<file path="config.mk">
export PLATFORM = sky130hd
export DESIGN_NAME = line_mem_arbiter
export DESIGN_NICKNAME = d
export VERILOG_FILES = /design/src/rtl/line_mem_arbiter.sv
export SDC_FILE = /design/constraint.sdc
export NUM_CORES = 1
export LEC_CHECK = 0
export ABC_AREA = 1
export BUFFER_PORTS_ARGS = -buffer_cell sky130_fd_sc_hd__buf_2
export CORE_AREA = 2 2 333 335
export CTS_CLUSTER_DIAMETER = 200
export DETAILED_ROUTE_END_ITERATION = 10
export DIE_AREA = 0 0 335 337
export PLACE_DENSITY = 0.45
export SLEW_MARGIN = 0
export SYNTH_ARGS = -nofsm -noshare
export SYNTH_HDL_FRONTEND = slang
export SYNTH_SLANG_ARGS = --single-unit
</file>
<file path="constraint.sdc">
create_clock -name clk -period 17.69 [get_ports clk]
set_input_delay 0.8845 -clock clk [delete_from_list [all_inputs] [get_ports clk]]
set_output_delay 0.8845 -clock clk [all_outputs]
set_load 0.01 [all_outputs]
</file>
<file path="src/rtl/line_mem_arbiter.sv">
// line_mem_arbiter
// ----------------
// Shares one slow line-memory port between NUM_CH cache refill/write-back
// channels (channel 0 = I-cache, 1 = D-cache by convention). Only one line
// transaction is outstanding at a time.
//
// Optional feature: define ARB_ROUND_ROBIN_EN for round-robin arbitration.
// Without it, arbitration is fixed priority (lowest channel index wins).
//
// Ports:
//   clk, proc_reset        clock (rising edge), async active-high reset
//   ch_read/ch_write       per-channel request flags, held until ch_ready
//   ch_addr/ch_wdata       flattened per-channel line address / write data
//   ch_rdata               flattened registered read data per channel
//   ch_ready               one-cycle completion pulse per channel
//   mem_read/mem_write     downstream level strobes, high only while BUSY
//   mem_addr/mem_wdata     downstream address / write data
//   mem_rdata/mem_ready    downstream read data and completion
//   dbg_state              current FSM state (IDLE=0, BUSY=1, RESP=2, RELEASE=3)
//
// Handshake: a channel raises ch_read and/or ch_write with stable addr/wdata
// and keeps them until it sees its ch_ready pulse. Downstream, the strobes
// stay high until mem_ready is seen high on a rising edge; mem_rdata is
// sampled on that same edge. mem_ready outside BUSY is ignored.
module line_mem_arbiter #(
    parameter int NUM_CH = 2,
    parameter int LINE_W = 128,
    parameter int ADDR_W = 28,
    parameter int IDX_W  = 1
) (
    input  logic                     clk,
    input  logic                     proc_reset,
    input  logic [NUM_CH-1:0]        ch_read,
    input  logic [NUM_CH-1:0]        ch_write,
    input  logic [NUM_CH*ADDR_W-1:0] ch_addr,
    input  logic [NUM_CH*LINE_W-1:0] ch_wdata,
    output logic [NUM_CH*LINE_W-1:0] ch_rdata,
    output logic [NUM_CH-1:0]        ch_ready,
    output logic                     mem_read,
    output logic                     mem_write,
    output logic [ADDR_W-1:0]        mem_addr,
    output logic [LINE_W-1:0]        mem_wdata,
    input  logic [LINE_W-1:0]        mem_rdata,
    input  logic                     mem_ready,
    output logic [1:0]               dbg_state
);

    typedef enum logic [1:0] {
        S_IDLE    = 2'd0,
        S_BUSY    = 2'd1,
        S_RESP    = 2'd2,
        S_RELEASE = 2'd3
    } state_t;

    state_t             state;
    state_t             state_nxt;
    logic [NUM_CH-1:0]  req;
    logic [IDX_W-1:0]   grant_idx;
    logic [IDX_W-1:0]   win_idx;
    logic               win_rd;
    logic               win_wr;
    logic [ADDR_W-1:0]  win_addr;
    logic [LINE_W-1:0]  win_wdata;
    logic               grant;

    assign req   = ch_read | ch_write;
    assign grant = (state == S_IDLE) && (|req);

`ifdef ARB_ROUND_ROBIN_EN
    // Round-robin: the first requester strictly above the last winner wins;
    // if there is none, wrap around to the lowest-index requester.
    logic [IDX_W-1:0] rr_ptr;
    logic [IDX_W-1:0] hi_idx;
    logic [IDX_W-1:0] lo_idx;
    logic             hi_any;

    always_comb begin
        hi_idx = '0;
        lo_idx = '0;
        hi_any = 1'b0;
        for (int i = NUM_CH - 1; i >= 0; i--) begin
            if (req[i]) begin
                lo_idx = IDX_W'(i);
                if (i > int'(rr_ptr)) begin
                    hi_idx = IDX_W'(i);
                    hi_any = 1'b1;
                end
            end
        end
        grant_idx = hi_any ? hi_idx : lo_idx;
    end

    always_ff @(posedge clk or posedge proc_reset) begin
        if (proc_reset) begin
            rr_ptr <= IDX_W'(NUM_CH - 1);
        end else if (grant) begin
            rr_ptr <= grant_idx;
        end
    end
`else
    // Fixed priority: scanning downwards leaves the lowest requester.
    always_comb begin
        grant_idx = '0;
        for (int i = NUM_CH - 1; i >= 0; i--) begin
            if (req[i]) begin
                grant_idx = IDX_W'(i);
            end
        end
    end
`endif

    // Winner capture and read-data return. Once granted, the downstream
    // port is driven purely from these registers, so channel inputs may
    // change freely during BUSY.
    always_ff @(posedge clk or posedge proc_reset) begin
        if (proc_reset) begin
            win_idx   <= '0;
            win_rd    <= 1'b0;
            win_wr    <= 1'b0;
            win_addr  <= '0;
            win_wdata <= '0;
            ch_rdata  <= '0;
        end else begin
            if (grant) begin
                win_idx   <= grant_idx;
                win_rd    <= ch_read[grant_idx];
                win_wr    <= ch_write[grant_idx];
                win_addr  <= ch_addr[int'(grant_idx)*ADDR_W +: ADDR_W];
                win_wdata <= ch_wdata[int'(grant_idx)*LINE_W +: LINE_W];
            end
            if ((state == S_BUSY) && mem_ready && win_rd) begin
                ch_rdata[int'(win_idx)*LINE_W +: LINE_W] <= mem_rdata;
            end
        end
    end

    // FSM state register
    always_ff @(posedge clk or posedge proc_reset) begin
        if (proc_reset) begin
            state <= S_IDLE;
        end else begin
            state <= state_nxt;
        end
    end

    // FSM next state; RELEASE is a dead cycle letting the winner drop its
    // request before the next arbitration.
    always_comb begin
        state_nxt = state;
        case (state)
            S_IDLE:    if (|req) state_nxt = S_BUSY;
            S_BUSY:    if (mem_ready) state_nxt = S_RESP;
            S_RESP:    state_nxt = S_RELEASE;
            S_RELEASE: state_nxt = S_IDLE;
            default:   state_nxt = S_IDLE;
        endcase
    end

    // FSM outputs; decoded from the state register so reset clears them
    // immediately.
    always_comb begin
        mem_read  = 1'b0;
        mem_write = 1'b0;
        mem_addr  = '0;
        mem_wdata = '0;
        ch_ready  = '0;
        case (state)
            S_BUSY: begin
                mem_read  = win_rd;
                mem_write = win_wr;
                mem_addr  = win_addr;
                mem_wdata = win_wdata;
            end
            S_RESP: begin
                ch_ready[win_idx] = 1'b1;
            end
            default: ;
        endcase
    end

    assign dbg_state = state;

endmodule

</file>
Yosys cells after proc, flatten, opt, wreduce, memory -nomap -nowiden
Index checks and enable logic that the tools add are counted.

Flip-flop bits (word level): 417. Logic and storage cells: 46.

Add/subtract/negate cells: 1. Multiply operators: 1. Magnitude comparators: 3. Equality and inequality tests: 5. Shift-type cells: 4. Muxes and demuxes: 17. Bitwise gates (word level): 1. Reduce and logical (&&, ||, !) cells: 7.

Operators by type and width (count): 256-bit bitwise mux (1); 128-bit by 33-bit variable shift with 256-bit output (first input constant) (1); 128-bit by 33-bit variable part select with 256-bit output (1); 256-bit by 9-bit variable part select with 128-bit output (1); 128-bit 2-to-1 mux (1); 56-bit by 7-bit variable part select with 28-bit output (1); 8-bit negator with 33-bit output (1); 28-bit 2-to-1 mux (1); 1-bit 2-to-1 mux (9); 2-bit one-hot mux with 4 select lines (1); 2-bit 2-to-1 mux (3); 2-bit equality test (second input constant) (2); 1-bit logical AND (4); 1-bit by 2-bit less-than comparator with 1-bit output (second input constant) (2); 1-bit by 3-bit multiplier with 4-bit output (second input constant) (1); 2-bit by 1-bit equality test with 1-bit output (second input constant) (1); 2-bit zero test (1); 2-bit by 1-bit != test with 1-bit output (second input constant) (1); 2-bit != test (second input constant) (1); 2-bit bitwise OR (1); 2-bit AND reduction (1); 2-bit OR reduction (1); 1-bit demux with 1-bit select (1); 1-bit >= comparator (second input constant) (1).

Depth between registers and ports, before layout
Gate-level depths: netlist of run 1.

Depth in word-level cells: 5. Depth in mapped cells: 10. Gate-level depth less buffers: 7.

Worst setup path after synthesis of run 1
No wires, ideal clock.

Path type: register -> output. Start point: reg state[1] (netlist: dbg_state[1]). End point: out mem_addr[10]. Data arrival time: 1.462 ns. Setup slack: 15.344 ns. Cell stages (with the launch flop): 8. Buffers on the path: 3. Cell sequence: dfrtp_1 inv_1 ha_1 buf_2 clkbuf_1 clkbuf_1 nand2_1 inv_1.

Word-level cells in the longest chain between the ends: 2.

RTL lines: start, declared (line 55) `state_t state;`; start signal, assigned (line 142) `state <= state_nxt;`; 2-bit by 1-bit equality test with 1-bit output (line 167) `case (state)`; 28-bit 2-to-1 mux (line 167); end, declared (line 41) `output logic [ADDR_W-1:0] mem_addr,`.

No other way between the ends.

Worst setup path after layout of run 1
Start point: reg state[1] (netlist: dbg_state[1]). End point: out mem_wdata[45].

Word-level cells in the longest chain between the ends: 2.

RTL lines: 2-bit by 1-bit equality test with 1-bit output (line 167); 128-bit 2-to-1 mux (line 167); end, declared (line 42) `output logic [LINE_W-1:0] mem_wdata,`.

No other way between the ends.

==> impl_results.md, run 1 <==
- Worst-case setup slack after placement: 13.37 ns
- VDD IR max: 0.0761 mV
- Maximum clock frequency: roughly 0.27 GHz
- Total negative slack: 0 ns
- Met3 GRT Util: a little over 4%
- Initial antenna violation count: 26
- Number of buffers inserted during clock tree synthesis: 51
- Switch share: 39.9%
- Clk pwr share: 24.4%
- Number of sinks driven by the clock tree: 417
- Simple logic cell fraction of the synthesized area: between 20% and 30%
- Final Skew: 0.0206 ns
- DR iter-0 viols: 979
- Fraction of synthesized cell area taken by the top area cell type: between 50% and 60%
- Post-CTS setup buffer count: 0
- Syn Nets: 2960
- Vias post-DR: roughly 18000
- Number of violations of the max-capacitance limit: 0
- Actual slew at the worst max-slew pin: around 1.1 ns
- Number of endpoints with negative hold slack in the final report: 0
- Fraction of the mapped netlist area in adder cells: 0.198%
- Part of the power in combinational logic: 37.8%
- Synth Area in Compound Gates: slightly below 7%
- Cell type with the largest total area after synthesis: dfrtp_1
- Power Dens Cells: 167 mW/mm^2
- Post-detailed-route DRC marker count: 0
- Post-layout net count: approximately 3700
- CTS H-Tree Depth: 2
- Leakage power of the design: 0.0161 uW
- Starting density of the core: 17.3%
- Hold-fix buffers, CTS: 0
- Unrepaired setup endpoints after global routing: false
- Run status: completed
- Skew-Pair Late Insertion Delay: 0.61 ns
- Net switching power figure: roughly 1800 uW
- Slew margin rel.: about a quarter
- Fill cell instance count of the final layout: 12500
- Required time at the worst-slack endpoint: 16.81 ns
- Wire length per cell after detailed routing: 17.5 um
- Yosys warns: 0
- Number of synthesized register bits: 417
- Number of cells in the design after placement: 4659
- Pint: around 2600 uW
- Crit Path Category: reg2out
- Total number of placement rows: 122
- Post-DRT Antenna Nets: 0
- Top-Level Pins: 865
- Final RePlAce weighted congestion: 0.838
- Die height: 337 um
- Startpoint kind of the worst setup timing path: register
- Layer with the highest usage: met2
- Share of post-route cells with drive strength above 1: 29.2%
- Final setup fails: 0
- Number of buffers on the longest clock path: 3
- Overall die area: approximately 0.11 mm^2
- Largest family of logic cells by synthesized area: simple AND/OR/NAND/NOR gates
- Portion of the clock cycle consumed by the worst path in the final layout: 21.2%
- Total wire length: 83200 um
- Overflow left after global routing: 0
- Layout Area Growth over Synthesis: 38.5%
- Minimum clock period: 3.76 ns
- Total routing usage reported by global routing: between 10 and 15%
- Critical Path End Type: output pin
- Largest cells by area after synthesis: dfrtp_1 (55%), nand2_1 (24%), o21ai_0 (6.8%)
- Synth Instances: between 2000 and 3000
- Proportion of synthesized area in mux cells: 0%
- Met1 Track Usage GR: 17.6%
- Width of the die: 335 um
- Xor-xnor portion of the synthesized cell area: 0%
- Maximum number of pins on one net before global-route repair: 256
- Total iterations of the first detailed-routing run: 6
- Placeable core region: 0.110 mm^2
- Fraction of power consumed by sequential logic: between 30% and 40%
- Number of vias per cell after detailed routing: just under 4
- Via count of the first global-routing pass: 18000
- Data arrival time of the worst path: 2.87 ns
- Root buffer selected by CTS: clkbuf_16
- Met2 GRT Util: 23.3%
- Maximum fanout along the worst path: 74
- Library cells used by synthesis: 18
- Mean post-synth cell area: 7.57 um^2
- Clk slew on worst S/H paths: 0.06 ns
- Port-buffer cells: 864
- Post-CTS sizing: 0
- Max Transition Viols Final: 0
- Final worst-path setup slack: 13.93 ns
- Global-route wire length before repair: 119000 um
- DP HPWL: 62600 um
- Synthesized cell area: between 0.015 and 0.02 mm^2
- Clock tree from TritonCTS: built
- Sequential fraction of the synthesis area: 54.9%
- Classification of the worst-slack hold path: in2async
- Number of cells in the finished layout apart from fillers: 4755
[sequential cells by signal, indices dropped and copies added (netlist names)]
signal	count
ch_rdata	256
dbg_state	2
win_addr	28
win_idx	1
win_rd	1
win_wdata	128
win_wr	1
[worst max-delay path: stages (launching register included)]
cell and delay (ns):
dfrtp_1 0.41, inv_1 0.13, ha_4 0.38, buf_4 0.68
nand2_1 0.30, inv_1 0.14, buf_2 0.15
[final timing paths]
kind                            slack (ns)            end  cells past startpoint    startpoint
worst max-delay path                 13.93  mem_wdata[45]                      6  dbg_state[1]
min in group clk                      0.48   win_wdata[5]                      2  win_wdata[5]
max in group asynchronous            15.17   ch_rdata[15]                      4    proc_reset
worst max register to register       14.63  win_wdata[78]                      7  dbg_state[1]
worst min-delay path                  0.42  ch_rdata[206]                      2    proc_reset
worst min register to register        0.48   win_wdata[5]                      2  win_wdata[5]
[cell type report]
type                    count  area (um^2)  area share [%]
inverters                 296         1120            4.27
diodes                      6         15.0          0.0571
flip-flops and latches    417        10400            39.7
well taps                1426         1780            6.78
multi-input cells        1638         6770            25.7
clock buffers              77         1500            5.72
repair buffers            882         4480            17.0
clock inverters            13          188           0.714
[Yosys cell counts, drive strengths merged]
cell type  number
nand2        1210
dfrtp         417
inv           296
o21ai         259
nand3         160
buf           106
clkbuf         53
ha              3
nor2            3
a21oi           1
nand3b          1
or2             1
[kinds of logic after synthesis]
group	after synthesis
compound gates	260
fa+ha+maj	3
buf+inv	455
flops	417
simple gates	1375
[metal layers]
layer  wire (um)  vias up
met5          52        -
met3        6450      113
met1       35100     8488
met4        2030        8
li1            -     9171
met2       39600      676
[power groups by stage]
| stage | sequential (uW) | clock (uW) | combinational [uW] |
|---|---|---|---|
| 2_1_floorplan | 1770 | 0 | 795 |
| 3_3_place_gp | 1670 | 0 | 1690 |
| 3_5_place_dp | 1670 | 0 | 1710 |
| 4_1_cts | 1660 | 1120 | 1710 |
| 5_1_grt | 1720 | 1160 | 1880 |
| 6_report | 1660 | 1070 | 1660 |
[cell usage in the layout, fill, tap and decap left out, types with 2 or more instances in the layout]
master	netlist	final
buf_12	0	2
inv_6	0	3
buf_4	2	16
clkbuf_8	0	13
diode_2	0	6
dfrtp_1	417	417
clkbuf_16	0	51
o21ai_0	258	258
nor2_1	2	2
buf_2	103	864
bufinv_16	0	4
nand2_4	0	2
nand3_1	160	159
inv_1	294	293
clkbuf_1	53	13
nand2_1	1209	1207
ha_1	3	2
clkinv_2	0	6
[per-stage QoR]
stage / instance area (um^2) / power (uW) / hold slack (ns) / util [%]
4_1_cts: 26300 / 4500 / 0.399 / 24.0
6_report: 26300 / 4400 / 0.424 / 24.0
2_1_floorplan: 19000 / 2560 / 0.449 / -
3_3_place_gp: 24600 / 3360 / 0.462 / 22.4
5_1_grt: 26300 / 4760 / 0.428 / 24.0
3_5_place_dp: 24600 / 3380 / 0.465 / 22.4
Power figures use the tool's default switching activity.
==> run 2, diff against run 1 <==
Settings changed: ABC_AREA 1 to 0, CORE_AREA 2 2 333 335 to 2 2 339 341, DIE_AREA 0 0 335 337 to 0 0 341 343, PLACE_DENSITY 0.45 to 0.43.
Clock period 17.69 ns to 3.8 ns, I/O delays scaled along.
==> run 2 against run 1 <==
Net effect: sequential power grew to 4.8 times the previous value; count of clock-buffer cells in the layout is the same; synthesized cell count shrank 43%; critical path depth is the same.
==> impl_results.md, run 2 <==
- Highest-count cells in the layout ignoring fill and taps: buf_2 (864), dlygate4sd3_1 (444), dfrtp_1 (417)
- Total routing usage reported by global routing: 11.9% (-2.1 points)
- Number of synthesized register bits: 417 (unchanged)
- Synthesized cell area: 0.0175 mm^2 (-8.0%)
- Wire length per cell after detailed routing: 17.0 um (-2.6%)
- Port-buffer cells: 864 (unchanged)
- Overall die area: 0.117 mm^2 (+3.6%)
- Classification of the worst-slack hold path: in2reg
- Register with the highest flop count: ch_rdata
- Largest register FFs: 256 (unchanged)
- Startpoint kind of the worst setup timing path: register
- Number of sinks driven by the clock tree: 417 (unchanged)
- Fill cell instance count of the final layout: 12200 (-2.1%)
- Commonest non-fill, non-tap cell in the layout: buf_2
- Required time at the worst-slack endpoint: 3.61 ns (-13.20 ns)
- Portion of the clock cycle consumed by the worst path in the final layout: 84.0%
- Global-route wire length before repair: 107000 um (-10%)
- Number of buffers inserted during clock tree synthesis: 50 (-2.0%)
- Initial antenna violation count: 13 (-50%)
- Footprint of the flip-flops and latches: 0.0104 mm^2 (unchanged)
- Ordered cell list for the critical path: inv_1, ha_4, buf_4, buf_4, and2_1, buf_2
- VDD IR max: 0.304 mV (+300%)
- Vias post-DR: 16300 (-12%)
- DP HPWL: 54800 um (-13%)
- Power after layout: 23300 uW (+430%)
- Slew margin rel.: 25.3% (-0.53 points)
- Final RePlAce weighted congestion: 0.856 (+2.1%)
- Yosys warns: 0 (unchanged)
- Minimum clock period: roughly 3.2 ns
- Cell area after placement: 0.0236 mm^2 (-4.1%)
- Maximum number of pins on one net before global-route repair: 93 (-64%)
- Fraction of synthesized cell area taken by the top area cell type: 59.7% (+4.8 points)
- Actual slew at the worst max-slew pin: 1.12 ns (+0.00368 ns)
- Final Skew: 0.0144 ns (-0.00626 ns)
- Layout Area Growth over Synthesis: 70.4%
- Data arrival time of the worst path: 3.00 ns (+0.13 ns)
- Skew-Pair Late Insertion Delay: 0.61 ns (about the same)
- Leakage power of the design: 0.0145 uW (-10%)
- Number of endpoints with negative hold slack in the final report: 0 (unchanged)
- Final setup fails: 0 (unchanged)
- CTS H-Tree Depth: 2 (unchanged)
- Width of the die: 341 um (+1.8%)
- Crit Path Category: reg2out
- Final instance area: 0.0298 mm^2 (+13%)
- Worst hold slack: 0.0814 ns (-0.342 ns)
- Placeable core region: 0.113 mm^2 (+3.5%)
- Top post-synthesis cells by count: dfrtp_1 (417), mux2_1 (221), inv_1 (161), a21oi_1 (158), and2_1 (158)
- Die height: 343 um (+1.8%)
- Total iterations of the first detailed-routing run: 5 (-1)
- Overflow left after global routing: 0 (unchanged)
- Share of post-route cells with drive strength above 1: 37.2% (+8.1 points)
- Multi-input logic area: 0.00585 mm^2 (-14%)
- Post-layout net count: 3182 (-15%)
- Largest cells by area after synthesis: dfrtp_1 (60%), mux2_1 (14%), and2_1 (5.7%)
- Number of vias per cell after detailed routing: 3.79 (-2.3%)
- Unrepaired setup endpoints after global routing: false
- Syn Nets: 1875 (-37%)
- Post-detailed-route DRC marker count: 0 (unchanged)
- Maximum clock frequency: 0.313 GHz
- Cell type with the largest total area after synthesis: dfrtp_1
- Root buffer selected by CTS: clkbuf_16
- Via count of the first global-routing pass: 17000 (-5.2%)
- Post-DRT Antenna Nets: 0 (unchanged)
- Delay of the slowest cell on the worst path: 0.60 ns (-0.08 ns)
- Number of violations of the max-capacitance limit: 0 (unchanged)
- Highest-delay cell along the critical path: buf_4
- Flip-flop cell with the highest count after synthesis: dfrtp_1
- Most Frequent Cell on Critical Path: buf_4
- Number of buffers on the longest clock path: 3 (unchanged)
- Total wire length: 73100 um (-12%)
- Library cells used by synthesis: 23 (+5)
- Starting density of the core: 15.4% (-1.9 points)
- Sequential fraction of the synthesis area: 59.7% (+4.8 points)
- Critical Path End Type: output pin
- Total number of placement rows: 124 (+1.6%)
- Largest registers: ch_rdata: 256 flops, win_wdata: 128 flops, win_addr: 28 flops
- Post-synth EDFFs: 0 (unchanged)
- Power Dens Cells: 782 mW/mm^2 (+370%)
- Leading cell type by number of instances after synthesis: dfrtp_1
- Synth Instances: 1425 (-43%)
- Max Transition Viols Final: 0 (unchanged)
- Clk slew on worst S/H paths: 0.05 ns (about the same)
- Maximum fanout along the worst path: 82 (+11%)
- Post-synthesis async set-or-reset flop share: 100% (unchanged)
- Mean post-synth cell area: 12.3 um^2 (+62%)
- Top-Level Pins: 865 (unchanged)
- Clock tree from TritonCTS: built
- DR iter-0 viols: 590 (-40%)
- Run status: completed
## run 2: cell types whose count changed in the layout (fill, tap and decap cells not counted), sizes merged, moves of 26 or more
cell         delta
buf            +26
o22ai         +157
a21oi         +157
nand3         -158
o21ai         -258
nand2        -1210
and2          +159
dlygate4sd3   +444
inv           -137
mux2          +257
## run 2: cell families after synthesis
family	count (synthesis)	synth area share, %
AO/OA/AOI/OAI	320	10.4
AND/OR/NAND/NOR	170	6.04
buffers and inverters	258	7.06
multiplexers	257	16.6
flip-flops	417	59.7
adder cells (fa/ha/maj)	3	0.215
## run 2: power breakdown
group,internal (uW),switching [uW]
Combinational,5260,5000
Clock,3020,2000
Sequential,6660,1330
## run 2: final cells by class
type                       instances  area share [%]
antenna                            8          0.0673
sequential                       417            35.1
inverter                         161            2.04
multi-input combinational        750            19.7
clock buffer                      77            5.12
tap                             1512            6.36
clock inverter                    13           0.627
timing repair buffer            1352            31.0
## run 2: repair_timing
action	in CTS	in global routing
resized for setup	0	0
endpoints found under the hold margin	439	0
buffers inserted	0	0
hold buffers	444	0
## run 2: routing by layer
metal  track usage [%]  up-vias  part of all wire (%)
met5                 0        -                 0.068
met2              20.3      604                    49
li1                  -     7528                     -
met3              3.75       96                   8.1
met1              14.4     8027                    41
met4              3.29       10                   2.3
## run 2: final timing paths
path                                 end  cells after the start    startpoint  slack (ns)
hold reg to reg             ch_rdata[95]                      1  ch_rdata[95]        0.48
max in group asynchronous   ch_rdata[42]                      5    proc_reset        2.48
hold / removal                    win_wr                      3   ch_write[0]        0.08
setup / recovery           mem_wdata[53]                      6  dbg_state[1]        0.61
setup reg to reg           win_wdata[75]                      8  dbg_state[0]        0.76
min in group asynchronous  ch_rdata[231]                      3    proc_reset        0.28
## run 2: worst max-delay path: cells and delay by family (launching register included)
family | cells | cell delay [ns]
fa+ha+maj | 1 | 0.13
simple gates | 1 | 0.23
flops | 1 | 0.40
buf+inv | 4 | 1.43
## run 2: stage by stage
stage	utilization [%]	TNS [ns]	setup slack, ns	std cells
after floorplan	-	-839.65	-2.01	1425
after global placement	20.8	0	1.31	3748
after detailed placement	20.8	0	1.22	3748
after CTS	26.2	0	0.540	4282
after global routing	26.2	0	0.341	4285
final	26.2	0	0.607	4290
